$ cat src/rtl/voice_allocator.sv
// Polyphonic voice allocator: queues key press/release events from debounced
// key levels and maps each sounding key onto a synth channel ("voice"). When
// every voice is busy, the oldest one is stolen.
// Ports:
//   clk, rst (async, active-low)
//   key_down     - held level per key
//   key_pitches  - pitch word per key, key i at [i*PITCH_W +: PITCH_W]
//   voice_pitch  - registered pitch per voice, same packing
//   voice_ena    - registered enable per voice
//   voice_key    - 4-bit owning key index per voice
//   steal_pulse  - one-cycle pulse when a busy voice is reassigned
module voice_allocator #(
  parameter int unsigned NUM_KEYS   = 8,
  parameter int unsigned NUM_VOICES = 2,
  parameter int unsigned PITCH_W    = 12
) (
  input  logic                          clk,
  input  logic                          rst,
  input  logic [NUM_KEYS-1:0]           key_down,
  input  logic [NUM_KEYS*PITCH_W-1:0]   key_pitches,
  output logic [NUM_VOICES*PITCH_W-1:0] voice_pitch,
  output logic [NUM_VOICES-1:0]         voice_ena,
  output logic [NUM_VOICES*4-1:0]       voice_key,
  output logic                          steal_pulse
);

  localparam int unsigned KEY_W  = 4;
  localparam int unsigned RANK_W = (NUM_VOICES > 2) ? $clog2(NUM_VOICES) : 1;

  logic [NUM_KEYS-1:0] key_prev, press_pend, rel_pend;
  logic [RANK_W-1:0]   age_q [NUM_VOICES];

  logic [NUM_KEYS-1:0]           press_edge, rel_edge, press_pend_n, rel_pend_n;
  logic                          rel_any, press_any;
  logic [KEY_W-1:0]              rel_key, press_key;
  logic [PITCH_W-1:0]            sel_pitch;
  logic [NUM_VOICES-1:0]         owner_sel, free_sel, oldest_sel, alloc_sel;
  logic                          free_hit;
  logic [RANK_W-1:0]             alloc_rank;
  logic [NUM_VOICES*PITCH_W-1:0] voice_pitch_n;
  logic [NUM_VOICES-1:0]         voice_ena_n;
  logic [NUM_VOICES*KEY_W-1:0]   voice_key_n;
  logic                          steal_n;
  logic [RANK_W-1:0]             age_n [NUM_VOICES];

  // Event selection, voice selection and next-state computation.
  always_comb begin
    press_edge = key_down & ~key_prev;
    rel_edge   = ~key_down & key_prev;
    rel_any    = |rel_pend;
    press_any  = |press_pend;

    // Lowest pending index wins: scan downwards so the last hit is the lowest.
    rel_key   = '0;
    press_key = '0;
    for (int i = int'(NUM_KEYS) - 1; i >= 0; i--) begin
      if (rel_pend[i])   rel_key   = KEY_W'(i);
      if (press_pend[i]) press_key = KEY_W'(i);
    end

    sel_pitch = '0;
    for (int i = 0; i < int'(NUM_KEYS); i++) begin
      if (press_key == KEY_W'(i)) sel_pitch = key_pitches[i*PITCH_W +: PITCH_W];
    end

    // One-hot voice picks: owner of the released key, lowest free, oldest.
    owner_sel  = '0;
    free_sel   = '0;
    oldest_sel = '0;
    free_hit   = 1'b0;
    for (int v = 0; v < int'(NUM_VOICES); v++) begin
      if (voice_ena[v] && (voice_key[v*KEY_W +: KEY_W] == rel_key) && (owner_sel == '0))
        owner_sel[v] = 1'b1;
      if (!voice_ena[v] && !free_hit) begin
        free_sel[v] = 1'b1;
        free_hit    = 1'b1;
      end
      if (age_q[v] == '0) oldest_sel[v] = 1'b1;
    end
    alloc_sel = free_hit ? free_sel : oldest_sel;

    alloc_rank = '0;
    for (int v = 0; v < int'(NUM_VOICES); v++) begin
      if (alloc_sel[v]) alloc_rank = age_q[v];
    end

    press_pend_n  = press_pend;
    rel_pend_n    = rel_pend;
    voice_pitch_n = voice_pitch;
    voice_ena_n   = voice_ena;
    voice_key_n   = voice_key;
    steal_n       = 1'b0;
    age_n         = age_q;

    if (rel_any) begin
      rel_pend_n  = rel_pend & ~(NUM_KEYS'(1) << rel_key);
      voice_ena_n = voice_ena & ~owner_sel;
    end else if (press_any) begin
      press_pend_n = press_pend & ~(NUM_KEYS'(1) << press_key);
      steal_n      = ~free_hit;
      for (int v = 0; v < int'(NUM_VOICES); v++) begin
        if (alloc_sel[v]) begin
          voice_ena_n[v]                      = 1'b1;
          voice_pitch_n[v*PITCH_W +: PITCH_W] = sel_pitch;
          voice_key_n[v*KEY_W +: KEY_W]       = press_key;
          age_n[v]                            = RANK_W'(NUM_VOICES - 1);
        end else if (age_q[v] > alloc_rank) begin
          age_n[v] = age_q[v] - RANK_W'(1);
        end
      end
    end

    // New edges land after service, so a press being served this cycle is
    // no longer "still pending" and its release must be queued.
    for (int i = 0; i < int'(NUM_KEYS); i++) begin
      if (press_edge[i]) press_pend_n[i] = 1'b1;
      if (rel_edge[i]) begin
        if (press_pend_n[i]) press_pend_n[i] = 1'b0;
        else                 rel_pend_n[i]   = 1'b1;
      end
    end
  end

  // State and output registers.
  always_ff @(posedge clk or negedge rst) begin
    if (!rst) begin
      key_prev    <= '0;
      press_pend  <= '0;
      rel_pend    <= '0;
      voice_pitch <= '0;
      voice_ena   <= '0;
      voice_key   <= '0;
      steal_pulse <= 1'b0;
      for (int v = 0; v < int'(NUM_VOICES); v++) age_q[v] <= RANK_W'(v);
    end else begin
      key_prev    <= key_down;
      press_pend  <= press_pend_n;
      rel_pend    <= rel_pend_n;
      voice_pitch <= voice_pitch_n;
      voice_ena   <= voice_ena_n;
      voice_key   <= voice_key_n;
      steal_pulse <= steal_n;
      age_q       <= age_n;
    end
  end

endmodule

$ cat config.mk
export PLATFORM = sky130hd
export DESIGN_NAME = voice_allocator
export DESIGN_NICKNAME = d
export VERILOG_FILES = /design/src/rtl/voice_allocator.sv
export SDC_FILE = /design/constraint.sdc
export NUM_CORES = 1
export LEC_CHECK = 0
export BUFFER_PORTS_ARGS = -buffer_cell sky130_fd_sc_hd__clkbuf_2
export CAP_MARGIN = 20
export CORE_UTILIZATION = 48
export CTS_CLUSTER_DIAMETER = 50
export DETAILED_ROUTE_END_ITERATION = 10
export PLACE_DENSITY = 0.81
export SLEW_MARGIN = 20
export SYNTH_ARGS = -nofsm -noshare
export SYNTH_HDL_FRONTEND = slang
export SYNTH_SLANG_ARGS = --single-unit
$ cat constraint.sdc
create_clock -name clk -period 2.7 [get_ports clk]
set_input_delay 0.135 -clock clk [delete_from_list [all_inputs] [get_ports clk]]
set_output_delay 0.135 -clock clk [all_outputs]
set_load 0.01 [all_outputs]
==> flow_metrics.tcl <==
set metrics [dict create \
    gpl.final_weighted_congestion 0.929 \
    finalSetupTns_ns 0 \
    setup_viol_count_final 0 \
    drc 0 \
    synth.top_cell.area_share_pct 43.2 \
    vias_in_the_first_global_route 3299 \
    clock-root-buffer "clkbuf_8" \
    power_density_nw_per_um2 832 \
    max_freq_mhz 383 \
    die_height_um 85.7 \
    syn-cell-area_um2 3360 \
    core.rowCount 30 \
    start_util_pct 49.5 \
    netlist_top_cells_area "dfrtp_1 43%, nand2_1 4.5%, o21ai_0 4.3%, mux2_2 4.0%, a222oi_1 3.6%" \
    synth_sequential_area_ratio_pct 43.9 \
    postSynthAreaPerCell_um2 9.42 \
    die-area_um2 7350 \
    share_comb_of_total_power_pct 41.0 \
    cp_data_required_time_ns 2.95 \
    worst_setup_path_start_kind "flip-flop" \
    layout_min_cycle_time_ns 2.61 \
    grt_antenna_before_repair 0 \
    number_of_enable_flip_flop_cells_after_synthesis 0 \
    layout-area-overhead-vs-synth_pct 32.4 \
    drive_above_1_share_pct 37.1 \
    kind_of_cell_adding_the_most_delay_to_the_critical_path "simple AND/OR/NAND/NOR gates" \
    wire_length_of_the_first_global_routing_pass_um 16100 \
    post_synth_most_frequent_cells "58 x dfrtp_1, 40 x nand2_1, 29 x o21ai_0, 28 x nor2_1, 23 x a21oi_1" \
    h-tree-depth 3 \
    worst_case_clock_skew_ns 0.0114 \
    die_w_um 85.7 \
    drt_wl_total_um 10400 \
    timing_worst_setup_path_type "reg -> reg" \
    crit_chain "or4_1 -> or2_4 -> a21oi_4 -> and3_1 -> nor2_1 -> o22ai_1" \
    cts.clk_slew.worst_paths_ns 0.08 \
    swShare_pct 40.6 \
    placement.setup.worst_slack_ns 0.156 \
    max_stage_delay_ns 0.66 \
    first_pass_iters 6 \
    drv.max_cap_violation_count 0 \
    numPortBuffers 138 \
    final_setup_margin_ns 0.0913 \
    cts_made_buffers 9 \
    timing.max_slew.rel_slack_pct 38.9 \
    ctsLongestPathBuffers 2 \
    core_region_area_um2 6790 \
    synthCells 357 \
    synth_flop_cell "dfrtp_1" \
    finish.net_count 611 \
    yosysUniqueCellTypes 53 \
    setup_repair_after_global_routing_missed_its_margin "false" \
    cp.buffers_inverters 0 \
    total_switching_power_mw 1.50 \
    cell_taking_the_most_area_after_synthesis "dfrtp_1" \
    max_slew.worst_pin.slew_ns 0.917 \
    ir_worst_vdd_uv 636 \
    grt_max_degree 35 \
    min_path_type "in -> reg" \
    critical_path.endpoint_type "flip-flop" \
    drt_iter0_markers 272 \
    clock_sink_count 59 \
    worstPathArrival_ns 2.86 \
    crit_slowest_cell "or4_1" \
    power.share.sequential_pct 38.8 \
    clkLatencyLatePin_ns 0.35 \
    final-max-slew-violation-count 0 \
    globalRoute.totalOverflow 0 \
    internal-power_mw 2.20 \
    place_hpwl_um 7890 \
    static-leakage-power_nw 2.09 \
    routed_wire_length_per_instance_um 17.2 \
    async_reset_ff_share_pct 100 \
    critPathMaxFanout 13 \
    finalHoldViolCount 0 \
    synth_most_common_cell "dfrtp_1" \
    postSynthRegisterBits 59 \
    result_of_the_run "finished clean" \
    via_per_inst 5.90 \
    synthesis.yosys.warnings 0 \
    power_frac_clock_pct 20.2 \
    route.vias.total 3578 \
    antennaDiodeCount 0 \
    num_io_pins 141 \
    post_cts.repair.setup_buffers 0 \
    cts_tree "yes" \
    grt_usage_pct 29.1 \
    final.period_utilization_pct 96.6 \
    drtAntennaViolNets 0 \
]
-- cell usage in the layout (no fill, tap or decap), drive strengths merged, types with 6 or more instances in the layout --
cell         count
clkbuf         148
dfrtp           58
nand2           40
o21ai           35
nor2            28
a21oi           24
buf             15
mux2            14
o211ai          13
nand4           12
o221ai          12
mux2i           12
a222oi          12
dlygate4sd3      9
nand2b           8
nor2b            7
inv              7
o31ai            6
-- sequential cells by signal, summed over array words and instances, names as in the netlist --
register,flops
key_prev,8
steal_pulse,1
age_q,2
voice_key,6
voice_ena,2
rel_pend,8
press_pend,8
voice_pitch,24
-- power by group through the flow --
stage	clock, mW	combinational, mW	sequential, mW
after floorplan	0	0.842	1.45
after global placement	0	1.44	1.42
after detailed placement	0	1.49	1.43
after CTS	0.759	1.51	1.42
after global routing	0.804	1.66	1.46
final	0.748	1.52	1.44
-- per-stage QoR --
step	instance area (um^2)	utilization [%]	total power [mW]	instances	hold WS, ns
2_1_floorplan	3370	-	2.29	358	-0.161
3_3_place_gp	4160	61.2	2.86	581	0.257
3_5_place_dp	4160	61.2	2.91	581	0.271
4_1_cts	4440	65.3	3.69	606	0.110
5_1_grt	4450	65.5	3.92	606	0.144
6_report	4450	65.5	3.70	606	0.122
-- worst reg2reg max path, stage by stage, from the launching register on --
cell	delay [ns]
dfrtp_1	0.46
or4_1	0.67
or2_4	0.34
a21oi_4	0.24
and3_1	0.51
nor2_1	0.09
o22ai_1	0.20
-- cell type report --
class / count / area, um^2
Timing Repair Buffer: 162 / 906
Clock inverter: 6 / 48.8
Tap cell: 96 / 120
Sequential cell: 59 / 1480
Fill cell: 556 / 2340
Multi-Input combinational cell: 267 / 1740
Inverter: 6 / 22.5
Clock buffer: 10 / 138
-- what timing repair did --
| action | 4_1_cts | 5_1_grt |
|---|---|---|
| endpoints found under the setup margin | 0 | 4 |
| hold buffers | 9 | 0 |
| gates resized for setup | 0 | 2 |
| hold endpoints to repair | 41 | 0 |
-- path summary, 6_finish.rpt --
path / from / cells after the start / slack, ns / endpoint
setup / recovery: rel_pend[0] / 6 / 0.09 / voice_ena[1]
hold / removal: key_pitches[72] / 3 / 0.12 / voice_pitch[12]
setup reg to reg: rel_pend[0] / 6 / 0.09 / voice_ena[1]
hold reg to reg: key_prev[0] / 1 / 0.47 / press_pend[0]
max in group asynchronous: rst / 3 / 1.41 / key_prev[3]
min in group asynchronous: rst / 2 / 0.43 / voice_pitch[2]
-- cell families (layout without fill, tap and decap cells) --
| group | after synthesis | count (layout) | synth area share (%) |
|---|---|---|---|
| AOI/OAI and AO/OA | 118 | 118 | 24.4 |
| and+or+nand+nor | 116 | 116 | 17.0 |
| DFF | 59 | 59 | 43.9 |
| buffers and inverters | 32 | 184 | 4.91 |
| muxes | 26 | 26 | 8.26 |
| xor gates and xnor gates | 4 | 4 | 1.04 |
| adders and majority gates | 1 | 1 | 0.298 |
| other | 1 | 2 | 0.112 |
-- routing by layer --
| metal | track usage (%) | part of all wire [%] |
|---|---|---|
| met5 | 0 | 0 |
| met2 | 46.6 | 49 |
| met1 | 37.8 | 41 |
| met4 | 13.9 | 3.1 |
| met3 | 6.06 | 6.6 |
No activity file was read; power rests on OpenSTA's default activity.
